### config.mk
export PLATFORM = sky130hd
export DESIGN_NAME = hilo_mult_sequencer
export DESIGN_NICKNAME = d
export VERILOG_FILES = /design/src/rtl/hilo_mult_sequencer.sv
export SDC_FILE = /design/constraint.sdc
export NUM_CORES = 1
export LEC_CHECK = 0
export ABC_AREA = 1
export CAP_MARGIN = 20
export CORE_AREA = 2 2 287 289
export CTS_BUF_LIST = sky130_fd_sc_hd__clkbuf_2 sky130_fd_sc_hd__clkbuf_4 sky130_fd_sc_hd__clkbuf_8
export CTS_CLUSTER_SIZE = 16
export DETAILED_ROUTE_END_ITERATION = 10
export DIE_AREA = 0 0 289 291
export PLACE_DENSITY = 0.42
export SLEW_MARGIN = 25
export SYNTH_ARGS = -nofsm -noshare
export SYNTH_HDL_FRONTEND = slang
export SYNTH_SLANG_ARGS = --single-unit
### constraint.sdc
create_clock -name clk -period 4.3 [get_ports clk]
set_clock_uncertainty 0.2 [all_clocks]
set_input_delay 0.43 -clock clk [delete_from_list [all_inputs] [get_ports clk]]
set_output_delay 0.43 -clock clk [all_outputs]
set_load 0.005 [all_outputs]
### src/rtl/hilo_mult_sequencer.sv
// hilo_mult_sequencer: iterative shift-add multiplier that owns the HI/LO pair.
// Started by mult/multu (start) and retires BITS_PER_CYC multiplier bits per RUN cycle.
// It writes the 2*WIDTH product into HI/LO, serves mfhi/mflo reads, and raises stall
// when a read or a new start arrives while a multiply is in flight.
// Optional feature macro: HILO_EARLY_TERM_EN finishes as soon as the remaining multiplier is zero.
// Ports:
//   clk, rst          clock (rising edge) and asynchronous active-low reset
//   start, is_signed  begin multiply; 1 = mult, 0 = multu (sampled with start)
//   op_a, op_b        multiplicand / multiplier (sampled with start)
//   rd_req, rd_sel    mfhi/mflo in EX; rd_sel 01 = HI, 10 = LO
//   rd_data           combinational read data (0 for other rd_sel codes)
//   hi, lo            architectural HI/LO registers
//   busy, done        state is RUN / one-cycle pulse after HI/LO update
//   stall             combinational: (start | rd_req) & busy
module hilo_mult_sequencer #(
  parameter int unsigned WIDTH        = 32,
  parameter int unsigned BITS_PER_CYC = 1
) (
  input  logic             clk,
  input  logic             rst,
  input  logic             start,
  input  logic             is_signed,
  input  logic [WIDTH-1:0] op_a,
  input  logic [WIDTH-1:0] op_b,
  input  logic             rd_req,
  input  logic [1:0]       rd_sel,
  output logic [WIDTH-1:0] rd_data,
  output logic [WIDTH-1:0] hi,
  output logic [WIDTH-1:0] lo,
  output logic             busy,
  output logic             stall,
  output logic             done
);

  localparam int unsigned PW    = 2 * WIDTH;
  localparam int unsigned STEPS = WIDTH / BITS_PER_CYC;
  localparam int unsigned CNT_W = (STEPS > 1) ? $clog2(STEPS) : 1;

  typedef enum logic [1:0] {
    IDLE = 2'd0,
    RUN  = 2'd1,
    DONE = 2'd2
  } state_e;

  state_e             state_q, state_d;
  logic [WIDTH-1:0]   hi_q, hi_d, lo_q, lo_d;
  logic [PW-1:0]      acc_q, acc_d;
  logic [PW-1:0]      mcand_q, mcand_d;
  logic [WIDTH-1:0]   mplier_q, mplier_d;
  logic [CNT_W-1:0]   cnt_q, cnt_d;
  logic               neg_q, neg_d;

  logic [WIDTH-1:0]   a_mag_c, b_mag_c;
  logic [PW-1:0]      partial_c, acc_sum_c, prod_c;
  logic [WIDTH-1:0]   mplier_nxt_c;
  logic               last_c;

  // Operand magnitudes for the accepting cycle.
  assign a_mag_c = (is_signed && op_a[WIDTH-1]) ? -op_a : op_a;
  assign b_mag_c = (is_signed && op_b[WIDTH-1]) ? -op_b : op_b;

  // Partial product of the pre-shifted multiplicand and the current multiplier digit.
  always_comb begin
    partial_c = '0;
    for (int unsigned j = 0; j < BITS_PER_CYC; j++) begin
      if (mplier_q[j]) partial_c = partial_c + (mcand_q << j);
    end
  end

  assign acc_sum_c    = acc_q + partial_c;
  assign prod_c       = neg_q ? -acc_sum_c : acc_sum_c;
  assign mplier_nxt_c = mplier_q >> BITS_PER_CYC;

`ifdef HILO_EARLY_TERM_EN
  // No set bits left above this digit: the accumulator is already final.
  assign last_c = (cnt_q == '0) || (mplier_nxt_c == '0);
`else
  assign last_c = (cnt_q == '0);
`endif

  // State and datapath registers.
  always_ff @(posedge clk or negedge rst) begin
    if (!rst) begin
      state_q  <= IDLE;
      hi_q     <= '0;
      lo_q     <= '0;
      acc_q    <= '0;
      mcand_q  <= '0;
      mplier_q <= '0;
      cnt_q    <= '0;
      neg_q    <= 1'b0;
    end else begin
      state_q  <= state_d;
      hi_q     <= hi_d;
      lo_q     <= lo_d;
      acc_q    <= acc_d;
      mcand_q  <= mcand_d;
      mplier_q <= mplier_d;
      cnt_q    <= cnt_d;
      neg_q    <= neg_d;
    end
  end

  // Next-state and datapath updates.
  always_comb begin
    state_d  = state_q;
    hi_d     = hi_q;
    lo_d     = lo_q;
    acc_d    = acc_q;
    mcand_d  = mcand_q;
    mplier_d = mplier_q;
    cnt_d    = cnt_q;
    neg_d    = neg_q;

    case (state_q)
      IDLE, DONE: begin
        state_d = IDLE;
        if (start) begin
          mcand_d  = PW'(a_mag_c);
          mplier_d = b_mag_c;
          neg_d    = is_signed & (op_a[WIDTH-1] ^ op_b[WIDTH-1]);
          acc_d    = '0;
          cnt_d    = CNT_W'(STEPS - 1);
          state_d  = RUN;
        end
      end
      RUN: begin
        acc_d    = acc_sum_c;
        mcand_d  = mcand_q << BITS_PER_CYC;
        mplier_d = mplier_nxt_c;
        cnt_d    = cnt_q - CNT_W'(1);
        if (last_c) begin
          {hi_d, lo_d} = prod_c;
          state_d      = DONE;
        end
      end
      default: state_d = IDLE;
    endcase
  end

  assign hi    = hi_q;
  assign lo    = lo_q;
  assign busy  = (state_q == RUN);
  assign done  = (state_q == DONE);
  assign stall = (start | rd_req) & busy;

  // Read mux; during RUN this shows stale HI/LO, which the stall keeps from committing.
  always_comb begin
    case (rd_sel)
      2'b01:   rd_data = hi_q;
      2'b10:   rd_data = lo_q;
      default: rd_data = '0;
    endcase
  end

endmodule
==> impl_metrics.env <==
export IMPL_tightestPinTransition_ns=0.911
export IMPL_fillers=9260
export IMPL_drt_total_wl_mm=83.3
export IMPL_min_path_type="input port to async pin"
export IMPL_detail_route_vias_per_cell=4.54
export IMPL_comb_power_share_pct=66.2
export IMPL_drive_gt1_share_pct=9.26
export IMPL_powerDensity_nw_per_um2=807
export IMPL_fmax_mhz=245
export IMPL_ir_drop_v=0.000582
export IMPL_cts_root_buf="clkbuf_8"
export IMPL_pin_count=170
export IMPL_antenna_cells=0
export IMPL_syn_area_um2=20000
export IMPL_synth_ff_type="dfrtp_1"
export IMPL_ys_async_sr_fraction_pct=100
export IMPL_cts_tree="built"
export IMPL_drtIter0Drc=1391
export IMPL_place_congestion=0.924
export IMPL_track_usage_pct=19.6
export IMPL_period_share_pct=95.0
export IMPL_start_util_pct=24.7
export IMPL_p_sw_mw=11.0
export IMPL_clock_latency_ns=0.67
export IMPL_synth_top_family_by_area="simple AND/OR/NAND/NOR gates"
export IMPL_yosysWarnings=0
export IMPL_status="finished, final reports clean"
export IMPL_placed_cell_area_um2=23100
export IMPL_seq_area_frac_synth_pct=29.0
export IMPL_postLayoutCellArea_um2=24600
export IMPL_crit_path_start_kind="register"
export IMPL_multiInputGateArea_um2=12000
export IMPL_relSlewSlack_pct=39.2
export IMPL_cp_required_ns=4.69
export IMPL_ctsLongestPathBuffers=3
export IMPL_setup_viol=0
export IMPL_routedWlPerCell_um=18.0
export IMPL_drtAntennaViolNets=0
export IMPL_ys_seq_elements=232
export IMPL_final_cell_mix="1312 x nand2_1, 578 x inv_1, 230 x dfrtp_1, 222 x nor2_1, 168 x clkdlybuf4s50_1"
export IMPL_pwr_share_clk_pct=13.2
export IMPL_endpoint_kind="register"
export IMPL_power_frac_seq_pct=20.6
export IMPL_synth_cell_type_count=45
export IMPL_antenna_found_initial=0
export IMPL_fin_nets=3674
export IMPL_synth_edf_count=0
export IMPL_crit_fanout=7
export IMPL_drv_cap=0
export IMPL_overflow=0
export IMPL_power_mw=19.9
export IMPL_switching_share_pct=55.4
export IMPL_final_common_cell="nand2_1"
export IMPL_io_buffers=169
export IMPL_fin_crit_ns=4.09
export IMPL_p_leak_nw=12.7
export IMPL_p_int_mw=8.85
export IMPL_h_tree_depth=2
export IMPL_die_area_um2=84100
export IMPL_grt_first_pass_wirelength_mm=126
export IMPL_syn_inst=3351
export IMPL_cp_arrival_ns=4.48
export IMPL_grt_max_degree=96
export IMPL_grt_pass1_vias=20796
export IMPL_maxSlewViolCount=0
export IMPL_dr_pass1_iters=6
export IMPL_drc_errors=0
export IMPL_regArea_um2=5810
export IMPL_synthXorXnorAreaFrac_pct=3.06
export IMPL_synthAdderAreaFrac_pct=4.47
export IMPL_cts_sinks=232
export IMPL_crit_type="register to register"
export IMPL_rows=105
export IMPL_die_h_um=291
export IMPL_synth_simple_area_share_pct=40.0
export IMPL_area_delta_synth_final_pct=22.8
export IMPL_place_hpwl_mm=66.5
export IMPL_synth_compound_area_share_pct=10.7
export IMPL_die_w_um=289
export IMPL_synth_mux_area_share_pct=0
export IMPL_coreArea_um2=81200
export IMPL_num_vias=21022
export IMPL_cts_buffers=47
export IMPL_rsz0062_at_grt="yes"
export IMPL_syn_area_per_cell_um2=5.98
export IMPL_synth_nets=3493
export IMPL_hold_violations=0
export IMPL_clk_pin_slew_ns=0.06
power groups by stage:
stage	combinational, mW	clock [mW]	sequential (mW)
3_3_place_gp	12.8	0	4.12
6_report	13.1	2.63	4.09
5_1_grt	14.7	2.81	4.20
4_1_cts	12.8	2.72	4.08
3_5_place_dp	12.8	0	4.10
2_1_floorplan	8.17	0	3.70
stage by stage:
step | cells | hold WS, ns | TNS, ns | util, % | setup WS [ns]
6_report | 4633 | 0.181 | 0 | 30.3 | 0.214
3_5_place_dp | 4548 | 0.276 | 0 | 28.5 | 0.253
3_3_place_gp | 4548 | 0.272 | 0 | 28.5 | 0.221
4_1_cts | 4629 | 0.130 | 0 | 29.8 | 0.182
5_1_grt | 4633 | 0.213 | -0.321 | 30.3 | -0.0552
2_1_floorplan | 3351 | -0.0656 | 0 | - | 0.719
cells in the mapped netlist, drive strengths merged (2+ instances only):
master  instances  area share [%]
o21a            2           0.075
nor3           35            0.97
o21bai          8            0.32
o31ai           3            0.11
xnor2          16            0.70
clkbuf         71             1.3
ha             70             4.4
xor2           54             2.4
buf            12            0.26
and2            4            0.12
o221ai         35             1.5
nand3b          4            0.15
nand4          31            0.97
dfrtp         232              29
o22ai          36             1.1
clkinv          4           0.075
nand2        1377              26
inv           595              11
nor2          280             5.8
o211ai         17            0.64
o21ai         154             3.9
o311ai          5            0.22
nor4            6            0.19
nand3         191             5.3
a31oi           3           0.094
a21oi          99             2.5
final cells by class:
type,count,area share [%]
inverters,599,9.15
clock buffers,68,3.55
multi-input cells,2437,48.8
repair buffers,215,8.72
clock inverters,12,0.702
flip-flops and latches,232,23.6
well taps,1070,5.44
worst max-delay path: stages, from the launching register on:
cell       delay [ns]
dfrtp_2          0.53
clkbuf_16        0.23
nand2_1          0.07
inv_1            0.09
ha_2             0.44
nand2_1          0.12
nor2_1           0.15
inv_1            0.09
nor2_1           0.18
inv_2            0.12
nor2_4           0.17
nand3_2          0.15
nand3_1          0.14
nand2_1          0.07
nand2_2          0.11
nand2_1          0.13
inv_1            0.11
nand2_1          0.07
o21ai_0          0.29
nand3_1          0.22
nand2_1          0.10
nand2_1          0.05
o21ai_1          0.14
final timing paths:
check                             start      endpoint  slack [ns]  depth (start not counted)
setup / recovery            mplier_q[0]        hi[16]        0.21                         22
hold / removal                      rst  mplier_q[18]        0.18                          2
setup reg to reg            mplier_q[0]        hi[16]        0.21                         22
hold reg to reg            mplier_q[16]  mplier_q[15]        0.29                          2
max in group asynchronous           rst   mcand_q[53]        2.78                          3
min in group clk                op_a[0]    mcand_q[0]        0.18                          3
routing by layer:
layer	vias to the layer above	wire (µm)	GRT usage, %
met5	-	0	0
met4	0	2370	5.29
met3	105	2980	2.02
met2	412	38800	32.8
met1	9748	39200	26.6
li1	10757	-	-
sequential cells by signal, indices dropped and copies added, names as in the netlist:
name and count:
acc_q 64, mcand_q 64, hi 32, lo 32, mplier_q 32, cnt_q 5
state_q 2, neg_q 1
kinds of logic after synthesis:
group	after synthesis
AOI/OAI and AO/OA	366
and+or+nand+nor	1930
adders and majority gates	71
buffers and inverters	682
xor gates and xnor gates	70
DFF	232
repair_timing:
action | 4_1_cts | 5_1_grt
buffers inserted | 0 | 1
gates resized for setup | 0 | 98
setup endpoints to repair | 0 | 27
endpoints found under the hold margin | 92 | 0
hold buffers | 1 | 0
No activity file was read; power rests on OpenSTA's default activity.
